[src/rtl/wb_timer_slave.sv]
// Wishbone classic slave exposing a 32-bit prescaled timer with compare match and level interrupt.
// Bus accesses pass through IDLE -> WAIT -> ACK with a programmable number of wait states.
module wb_timer_slave #(
    parameter int unsigned WAIT_STATES = 0,
    parameter logic [31:0] CMP_RESET   = 32'hFFFF_FFFF
) (
    input  logic        clk_i,
    input  logic        rst_i,
    input  logic [1:0]  adr_i,
    input  logic [31:0] dat_i,
    output logic [31:0] dat_o,
    input  logic        we_i,
    input  logic [3:0]  sel_i,
    input  logic        stb_i,
    input  logic        cyc_i,
    output logic        ack_o,
    output logic        irq_o
);

    localparam logic [3:0] WS_LOAD = 4'(WAIT_STATES);

    localparam logic [1:0] A_CTRL   = 2'd0;
    localparam logic [1:0] A_COUNT  = 2'd1;
    localparam logic [1:0] A_CMP    = 2'd2;
    localparam logic [1:0] A_STATUS = 2'd3;

    typedef enum logic [1:0] {
        S_IDLE = 2'd0,
        S_WAIT = 2'd1,
        S_ACK  = 2'd2
    } state_t;

    state_t      state, state_nxt;
    logic [3:0]  wait_cnt, wait_cnt_nxt;
    logic        req;
    logic        load_rd;
    logic        bus_wr;

    logic        ctrl_en, ctrl_ar, ctrl_ie;
    logic [15:0] ctrl_ps;
    logic [15:0] pre, pre_nxt;
    logic [31:0] count, count_tmr;
    logic [31:0] compare;
    logic        match;
    logic        tick, hit, w1c;
    logic [31:0] rd_word;
    logic [31:0] rd_dat_p1;

    // Replace only the byte lanes enabled by sel.
    function automatic logic [31:0] lanes(input logic [31:0] old_v,
                                          input logic [31:0] new_v,
                                          input logic [3:0]  sel);
        logic [31:0] r;
        r = old_v;
        for (int b = 0; b < 4; b++) begin
            if (sel[b]) r[8*b +: 8] = new_v[8*b +: 8];
        end
        return r;
    endfunction

    assign req = cyc_i & stb_i;

    always_ff @(posedge clk_i or posedge rst_i) begin
        if (rst_i) begin
            state    <= S_IDLE;
            wait_cnt <= 4'd0;
        end else begin
            state    <= state_nxt;
            wait_cnt <= wait_cnt_nxt;
        end
    end

    always_comb begin
        state_nxt    = state;
        wait_cnt_nxt = wait_cnt;
        case (state)
            S_IDLE: begin
                if (req) begin
                    if (WAIT_STATES == 0) begin
                        state_nxt = S_ACK;
                    end else begin
                        state_nxt    = S_WAIT;
                        wait_cnt_nxt = WS_LOAD;
                    end
                end
            end
            S_WAIT: begin
                // Counter holds the wait cycles still to spend, this one included.
                if (!req) begin
                    state_nxt = S_IDLE;
                end else if (wait_cnt <= 4'd1) begin
                    state_nxt = S_ACK;
                end else begin
                    wait_cnt_nxt = wait_cnt - 4'd1;
                end
            end
            S_ACK:   state_nxt = S_IDLE;
            default: state_nxt = S_IDLE;
        endcase
    end

    always_comb begin
        ack_o   = (state == S_ACK);
        load_rd = (state != S_ACK) && (state_nxt == S_ACK);
        bus_wr  = (state == S_ACK) && we_i;
        dat_o   = (state == S_ACK) ? rd_dat_p1 : 32'd0;
    end

    always_comb begin
        case (adr_i)
            A_CTRL:   rd_word = {ctrl_ps, 13'd0, ctrl_ie, ctrl_ar, ctrl_en};
            A_COUNT:  rd_word = count;
            A_CMP:    rd_word = compare;
            A_STATUS: rd_word = {31'd0, match};
            default:  rd_word = 32'd0;
        endcase
    end

    assign tick = ctrl_en && (pre == ctrl_ps);
    assign hit  = tick && (count == compare);
    assign w1c  = bus_wr && (adr_i == A_STATUS) && sel_i[0] && dat_i[0];

    always_comb begin
        count_tmr = count;
        if (tick) count_tmr = (hit && ctrl_ar) ? 32'd0 : count + 32'd1;
        pre_nxt = (ctrl_en && !tick) ? pre + 16'd1 : 16'd0;
    end

    // Read data is captured on entry to ACK, before this edge's own updates land.
    always_ff @(posedge clk_i or posedge rst_i) begin
        if (rst_i) begin
            ctrl_en   <= 1'b0;
            ctrl_ar   <= 1'b0;
            ctrl_ie   <= 1'b0;
            ctrl_ps   <= 16'd0;
            pre       <= 16'd0;
            count     <= 32'd0;
            compare   <= CMP_RESET;
            match     <= 1'b0;
            rd_dat_p1 <= 32'd0;
        end else begin
            if (load_rd) rd_dat_p1 <= rd_word;
            pre <= pre_nxt;
            if (bus_wr && adr_i == A_COUNT) begin
                count <= lanes(count, dat_i, sel_i);
            end else begin
                count <= count_tmr;
            end
            if (bus_wr && adr_i == A_CMP) compare <= lanes(compare, dat_i, sel_i);
            if (bus_wr && adr_i == A_CTRL) begin
                if (sel_i[0]) {ctrl_ie, ctrl_ar, ctrl_en} <= dat_i[2:0];
                if (sel_i[2]) ctrl_ps[7:0]  <= dat_i[23:16];
                if (sel_i[3]) ctrl_ps[15:8] <= dat_i[31:24];
            end
            if (hit) begin
                match <= 1'b1;
            end else if (w1c) begin
                match <= 1'b0;
            end
        end
    end

    assign irq_o = match & ctrl_ie;

endmodule
[config.mk]
export PLATFORM = sky130hd
export DESIGN_NAME = wb_timer_slave
export DESIGN_NICKNAME = d
export VERILOG_FILES = /design/src/rtl/wb_timer_slave.sv
export SDC_FILE = /design/constraint.sdc
export NUM_CORES = 1
export LEC_CHECK = 0
export ABC_AREA = 0
export BUFFER_PORTS_ARGS = -buffer_cell sky130_fd_sc_hd__buf_2
export CELL_PAD_IN_SITES_DETAIL_PLACEMENT = 1
export CELL_PAD_IN_SITES_GLOBAL_PLACEMENT = 1
export CORE_ASPECT_RATIO = 2
export CORE_MARGIN = 3
export CORE_UTILIZATION = 46
export CTS_BUF_LIST = sky130_fd_sc_hd__clkbuf_8 sky130_fd_sc_hd__clkbuf_16
export CTS_CLUSTER_DIAMETER = 200
export DETAILED_ROUTE_END_ITERATION = 7
export HOLD_SLACK_MARGIN = 0.08
export PLACE_DENSITY = 0.81
export SLEW_MARGIN = 0
export SYNTH_ARGS = -nofsm -noshare
export SYNTH_HDL_FRONTEND = slang
export SYNTH_SLANG_ARGS = --single-unit
[constraint.sdc]
create_clock -name clk_i -period 4.3 [get_ports clk_i]
set_clock_uncertainty 0.05 [all_clocks]
set_input_delay 0.215 -clock clk_i [delete_from_list [all_inputs] [get_ports clk_i]]
set_output_delay 0.215 -clock clk_i [all_outputs]
set_load 0.02 [all_outputs]
### Word-level counts from Yosys, hierarchy flattened

Index checks and enable logic that the tools add are counted.
Widths: inputs -> output; s select.

* input bits: 43
* bits in registers: 138
* output and inout bits: 34
* logic and storage cells: 83

* equal/unequal tests: 13
* bitwise logic cells: 3
* add/subtract/negate cells: 3
* reduce and logical (&&, ||, !) cells: 29
* order comparisons: 1
* muxes and demuxes: 16

Operators with widths (number)
* $mux 32: 4
* $pmux 32 s4: 1
* $add 32x1->32 const B: 1
* $eq 32x32->1: 1
* $mux 8: 4
* $reduce_and 2->1: 11
* $add 16x1->16 const B: 1
* $eq 16x16->1: 1
* $mux 16: 1
* $logic_and 1x1->1: 12
* $ne 2x2->1 const B: 5
* $eq 2x2->1 const B: 4
* $mux 2: 3
* $eq 2x1->1 const B: 2
* $le 4x1->1 const B: 1
* $logic_not 2->1: 2
* $pmux 2 s2: 1
* $reduce_bool 2->1: 2
* $sub 4x1->4 const B: 1
* $reduce_and 3->1: 1
* $and 1x1->1: 2
* $mux 1: 2
* $logic_not 1->1: 1
* $not 1->1: 1

### Depth between registers and ports, before layout

Gate-level depths: netlist (run 1).

* depth in word-level cells: 7
* mapped depth: 9

### Worst setup path after synthesis (run 1)

Ideal clock, no wire load.

* kind: register to register
* start: register count[23]
* end: register count[12]
* data required time: 4114 ps
* buffers on the path: 2
* data arrival time: 1957 ps
* cell stages (with the launch flop): 9
* setup time: 136 ps
* clock period less this slack: 2143 ps
* setup slack: 2157 ps
* cells stage by stage: dfrtp_1 clkbuf_1 xnor2_1 nand4_1 nor4_1 nand4_2 clkbuf_1 a32oi_1 o21ai_0

* word-level cells in the longest chain between the ends: 6

Ends and longest elaborated chain
* start: declaration: RTL line 42 `logic [31:0] count, count_tmr;`
* start signal: assignment: RTL line 145 `count <= lanes(count, dat_i, sel_i);`
* start signal: assignment: RTL line 147 `count <= count_tmr;`
* $eq 32x32->1: RTL line 120 `assign hit = tick && (count == compare);`
* $logic_and 1x1->1: RTL line 120
* $logic_and 1x1->1: RTL line 125 `if (tick) count_tmr = (hit && ctrl_ar) ? 32'd0 : count + 32'd1;`
* $mux 32 (2 in series): RTL line 125
* $mux 32: RTL line 144 `if (bus_wr && adr_i == A_COUNT) begin`

Every way passes these cells. The select of a mux whose other input is x is not followed.
A chain may end at the register's enable or synchronous reset.

### Worst setup path after layout (run 1)

* start: register state[0]
* end: register count[28]

* word-level cells in the longest chain between the ends: 5
* elaborated cells on any way between the ends: 7

Ends and longest elaborated chain
* start: declaration: RTL line 33 `state_t state, state_nxt;`
* start signal: assignment: RTL line 68 `state <= state_nxt;`
* $eq 2x2->1 *: RTL line 105 `bus_wr = (state == S_ACK) && we_i;`
* $logic_and 1x1->1 *: RTL line 105
* $logic_and 1x1->1 *: RTL line 144
* $ne 2x2->1 (no source line) or $reduce_bool 2->1 (tied branches)
* $reduce_and 2->1 (no source line)

Every way passes the cells marked *; elsewhere a longest branch is shown, timed or not.

==> reports/qor.yml, run 1 <==
synth_cell_type_count: 45
fin_cells: 1099
dr.pass1.iters: 7
status: "completed"
period_share_pct: 69.2
overflow: 0
drt_iter0_drc: 418
seq_area_frac_synth_pct: 45.2
yosysMostFrequentCell: "dfrtp_1"
gp_congestion: 0.950
reg2reg_setup_slack_ns: 1.33
fp.dieH_um: 189
cp.required_ns: 4.59
synthArstFlopShare_pct: 100
drive_gt1_share_pct: 23.9
fin_nets: 929
critPathCaptureType: "flip-flop"
clk_pin_slew_ns: 0.06
hp-class: "in -> reg"
dp_hpwl_um: 18300
cts_sinks: 138
start_util_pct: 47.3
dr_total_vias: 6702
finalCriticalPeriod_ns: 2.97
cts_root_buf: "clkbuf_16"
arrival_ns: 3.26
max_freq_mhz: 336
grt_pass1_wl_um: 41300
avgSynthCellArea_um2: 9.64
post_cts_buffers: 0
crit_type: "reg -> reg"
synth_top_area_cell: "dfrtp_1"
synth_edf_count: 0
antenna_found_initial: 0
portBuffers: 76
finalHoldViolations: 0
ys_ff_latch: 138
worstMarginPinSlew_ns: 0.998
cts_tree: "yes"
synth_top_area_share_pct: 34.3
num_rows: 66
yosysWarnings: 0
synthTopCellsByCount: "dfrtp_1, nand2_1, xnor2_1"
synth_area_leaders: "dfrtp_1, dfstp_2, mux2_2"
power.leakage_nw: 4.03
power_density_mw_per_mm2: 462
slew_headroom_pct: 33.3
insertion_delay_ns: 0.43
rsz0062_at_grt: "no"
routed_wl_um: 25300
cap_violations: 0
htree_levels: 4
ys.flop_type: "dfrtp_1"
netlist_area_mm2: 0.00773
dpl.cell_count: 1034
diodes: 0
routedWlPerCell_um: 23.1
hold_ws_ns: 0.222
die_w_um: 97.7
vdd_drop_max_v: 0.000291
synth_nets: 849
core_area_mm2: 0.0164
startpoint_type: "flip-flop"
design.portCount: 77
slew_viol_final: 0
grt_pass1_vias: 7416
antenna_left: 0
clock_path_buffers: 2
synthCells: 802
avgViaCountPerCell: 6.10
crit_fanout: 18
fin_setup_tns_ns: 0
setup_viol: 0
die-area_mm2: 0.0185
grt.total_usage_pct: 28.6
area_delta_synth_final_pct: 18.2
grt_max_degree: 65
cts_buffers: 17
post-route-drc-count: 0
-- metal layers --
layer / vias to the layer above / global-route usage (%) / part of all wire [%]
li1: 3043 / - / -
met1: 3351 / 30.0 / 35
met2: 219 / 51.9 / 55
met3: 89 / 4.24 / 3.6
met4: 0 / 19.5 / 7.3
met5: - / 0 / 0
-- final cells by class --
type,count,area [um2]
fillers,1872,7210
multi-input cells,587,3940
flip-flops and latches,138,3490
repair buffers,122,808
clock buffers,17,425
well taps,204,255
clock inverters,15,154
inverters,16,65.1
-- cell usage in the layout (no fill, tap or decap), types with 3 or more instances in the layout --
cell type and instances:
nor4_1 8, dlygate4sd3_1 33, or3_1 15, buf_4 13, o21ai_0 41, clkinv_4 5
and3_1 26, nor2_1 41, nand4_1 32, xor2_1 6, a31oi_1 3, or4_1 10
nand4bb_1 3, ha_1 4, mux2i_1 18, nand2b_1 4, xnor2_1 55, inv_1 15
o2111ai_1 10, mux2_2 52, a32oi_1 6, clkinvlp_4 4, o211ai_1 23, a21oi_1 47
nand3_1 25, clkinv_2 4, clkbuf_16 17, dfstp_2 32, dfrtp_1 106, buf_2 76
a22oi_1 19, nand2_1 78, and2_1 38
-- repair_timing --
action                                 in CTS  in global routing
hold buffers                               33                  0
endpoints found under the hold margin      93                  0
gates resized for setup                     0                  0
-- kinds of logic after synthesis --
family | Yosys count | share of synthesized area [%]
XOR/XNOR | 61 | 6.91
multiplexers | 71 | 10.2
buffers and inverters | 77 | 3.98
AND/OR/NAND/NOR | 292 | 20.2
flip-flops | 138 | 45.2
adder cells (fa/ha/maj) | 4 | 0.648
AO/OA/AOI/OAI | 159 | 12.9
-- flip-flops by register name (all words and copies together), names as in the netlist --
register,count
compare,32
count,32
ctrl_ar,1
ctrl_en,1
ctrl_ie,1
ctrl_ps,16
match,1
pre,16
rd_dat_p1,32
state,2
wait_cnt,4
-- stage by stage --
step	setup WS, ns	cell area (um2)	util, %	total power [mW]
5_1_grt	1.13	9140	55.9	4.43
3_3_place_gp	1.40	8230	50.3	2.69
3_5_place_dp	1.27	8230	50.3	2.75
6_report	1.33	9140	55.9	4.22
4_1_cts	1.36	9140	55.9	4.24
2_1_floorplan	0.392	7730	-	2.39
-- worst paths after layout --
path / startpoint / end / depth (start not counted)
max: state[0] / count[28] / 6
min: sel_i[3] / count[31] / 4
max reg2reg: state[0] / count[28] / 6
min reg2reg: rd_dat_p1[8] / rd_dat_p1[8] / 2
max in group asynchronous: rst_i / rd_dat_p1[22] / 4
min in group asynchronous: rst_i / count[3] / 3
-- where the power goes --
group / switching (mW) / internal, mW
clock network: 0.590 / 0.851
logic: 0.609 / 0.438
registers: 0.214 / 1.52
-- worst max-delay path: stages, from the launching register on --
cell and delay, ns:
dfrtp_1 0.39, nor2b_2 0.50, and3_1 0.79, a22oi_1 0.20, buf_4 0.23, or4_1 0.53, o211ai_1 0.18
Note: power is estimated with default switching activity, not from simulation.
==> run 2: changes to the inputs <==
- ABC_AREA: 0 -> 1
- CORE_UTILIZATION: 46 -> 39
- PLACE_DENSITY: 0.81 -> 0.77
- clock period: 4.3 -> 2.7 ns (I/O delays scaled with it)
==> reports/qor.yml, run 2 <==
dp_hpwl_um: 22800  # +24%
dr.pass1.iters: 4  # -3
cts_buffers: 17  # unchanged
final_common_cell: "nand2_1"
synthCells: 1178  # +47%
p_total_mw: 7.98  # +89%
ys.flop_type: "dfrtp_1"
cts_root_buf: "clkbuf_16"
antenna_left: 0  # unchanged
finalCriticalPeriod_ns: 2.31
reg2reg_setup_slack_ns: 0.40  # -0.93 ns
arrival_ns: 2.57  # -0.69 ns
fin_cells: 1573  # +43%
finalHoldViolations: 0  # unchanged
avgSynthCellArea_um2: 7.03  # -27%
synth_top_area_cell: "dfrtp_1"
synth_top_area_share_pct: 32.0  # -2.3 points
grt_pass1_wl_um: 45900  # +11%
post_cts_buffers: 0  # unchanged
fp.dieH_um: 212  # +12%
ys_ff_latch: 138  # unchanged
startpoint_type: "primary input"
period_share_pct: 85.5
dpl.cell_count: 1506  # +46%
num_rows: 74  # +12%
avgViaCountPerCell: 5.23  # -14%
design.portCount: 77  # unchanged
hp-class: "in -> reg"
cap_violations: 0  # unchanged
start_util_pct: 40.1  # -7.2 points
max_freq_mhz: 433
core_area_mm2: 0.0206  # +26%
hp-start: "stb_i"
top_regs: "compare: 32 flops, count: 32 flops, rd_dat_p1: 32 flops"
slew_viol_final: 0  # unchanged
worstReg2RegEnd: "count[1]"
worstMarginPinSlew_ns: 0.905  # -0.0931 ns
min_to: "wait_cnt[0]"
final_cell_mix: "nand2_1, inv_1, nor2_1"
netlist_area_mm2: 0.00828  # +7.1%
fin_setup_tns_ns: 0  # unchanged
hold_buffers: 35  # +6.1%
cp.required_ns: 2.96  # -1.63 ns
grt_pass1_vias: 8697  # +17%
synth_cell_type_count: 36  # -20%
setup_viol: 0  # unchanged
rsz0062_at_grt: "no"
drive_gt1_share_pct: 15.6  # -8.3 points
synthArstFlopShare_pct: 100  # unchanged
htree_levels: 4  # unchanged
routedWlPerCell_um: 18.9  # -18%
fin_nets: 1341  # +44%
die_w_um: 109  # +12%
stdcell_area_mm2: 0.00996  # +9.1%
synthTopCellsByCount: "nand2_1, inv_1, nor2_1"
routed_wl_um: 29700  # +17%
portBuffers: 76  # unchanged
critPathCaptureType: "flip-flop"
synth_nets: 1225  # +44%
drt_iter0_drc: 322  # -23%
slew_headroom_pct: 39.6  # +6.3 points
clock_path_buffers: 2  # unchanged
cts_resized: 0  # unchanged
antenna_found_initial: 0  # unchanged
grt_max_degree: 54  # -17%
die-area_mm2: 0.0231  # +25%
place_area_mm2: 0.00902  # +9.6%
grt.total_usage_pct: 26.6  # -2.0 points
power.leakage_nw: 4.92  # +22%
reg2reg_depth: 8  # +2
synth_area_leaders: "dfrtp_1, nand2_1, dfstp_2"
area_delta_synth_final_pct: 20.4
gp_congestion: 0.886  # -6.7%
status: "completed"
cts_tree: "yes"
dr_total_vias: 8226  # +23%
rr_startpoint: "state[0]"
holdPathStages: 5  # +1
vdd_drop_max_v: 0.000547  # +88%
crit_type: "in -> reg"
yosysWarnings: 0  # unchanged
power_density_mw_per_mm2: 801  # +73%
crit_fanout: 34  # +16
cts_sinks: 138  # unchanged
synth_edf_count: 0  # unchanged
seq_area_frac_synth_pct: 42.2  # -3.0 points
yosysMostFrequentCell: "nand2_1"
overflow: 0  # unchanged
diodes: 0  # unchanged
clk_pin_slew_ns: 0.06  # about the same
post-route-drc-count: 0  # unchanged
insertion_delay_ns: 0.45  # +0.02 ns
==> run 2: kinds of logic (layout without fill, tap and decap cells) <==
kind of cell	Yosys count	after routing	synth area share (%)
compound gates	196	196	12.6
xor+xnor	37	37	3.92
fa+ha+maj	4	4	0.605
buf+inv	223	352	10.5
flops	138	138	42.2
simple gates	580	580	30.2
==> run 2: layout make-up <==
cell class	instances	area [um2]
flip-flops and latches	138	3490
clock inverters	13	143
well taps	266	333
clock buffers	19	453
repair buffers	133	921
inverters	187	706
fillers	2687	10700
multi-input cells	817	3920
==> run 2: worst max-delay path, cell delays in order <==
cell and delay (ns):
dlygate4sd3_1 0.53, buf_2 0.17, inv_2 0.06, nor2_2 0.24
inv_2 0.18, nor2_4 0.33, inv_2 0.09, nand2_4 0.33
nand2_2 0.22, nor2_1 0.21, a21oi_1 0.07
==> run 2: metrics by stage <==
stage                     setup slack, ns  util [%]  hold slack, ns
final                               0.391      48.3           0.117
after global routing                0.251      48.3           0.126
after CTS                           0.419      48.3          0.0927
after detailed placement            0.442      43.7           0.247
after global placement              0.474      43.7           0.249
after floorplan                     0.820         -           0.212
==> run 2: how the worst max path moves through the flow <==
stage | to | start | slack (ns)
4_1_cts | count[1] | adr_i[0] | 0.42
3_5_place_dp | count[31] | count[17] | 0.44
2_1_floorplan | count[0] | rst_i | 0.82
6_report | count[1] | adr_i[0] | 0.39
3_3_place_gp | count[4] | state[0] | 0.47
5_1_grt | count[15] | count[17] | 0.25
==> run 2: routing by layer <==
layer,global-route usage (%),vias to the layer above,share of wire [%],routed length [um]
li1,-,3930,-,-
met1,24.4,4042,33,9730
met2,51.1,171,57,17000
met3,3.92,83,2.4,728
met4,19.2,0,7.6,2260
met5,0,-,0,0
==> run 2: power by group <==
part | switching, mW | total, mW | internal [mW]
logic | 1.52 | 2.41 | 0.891
registers | 0.568 | 3.16 | 2.59
clock network | 1.00 | 2.41 | 1.41
total | 3.09 | 7.98 | 4.89
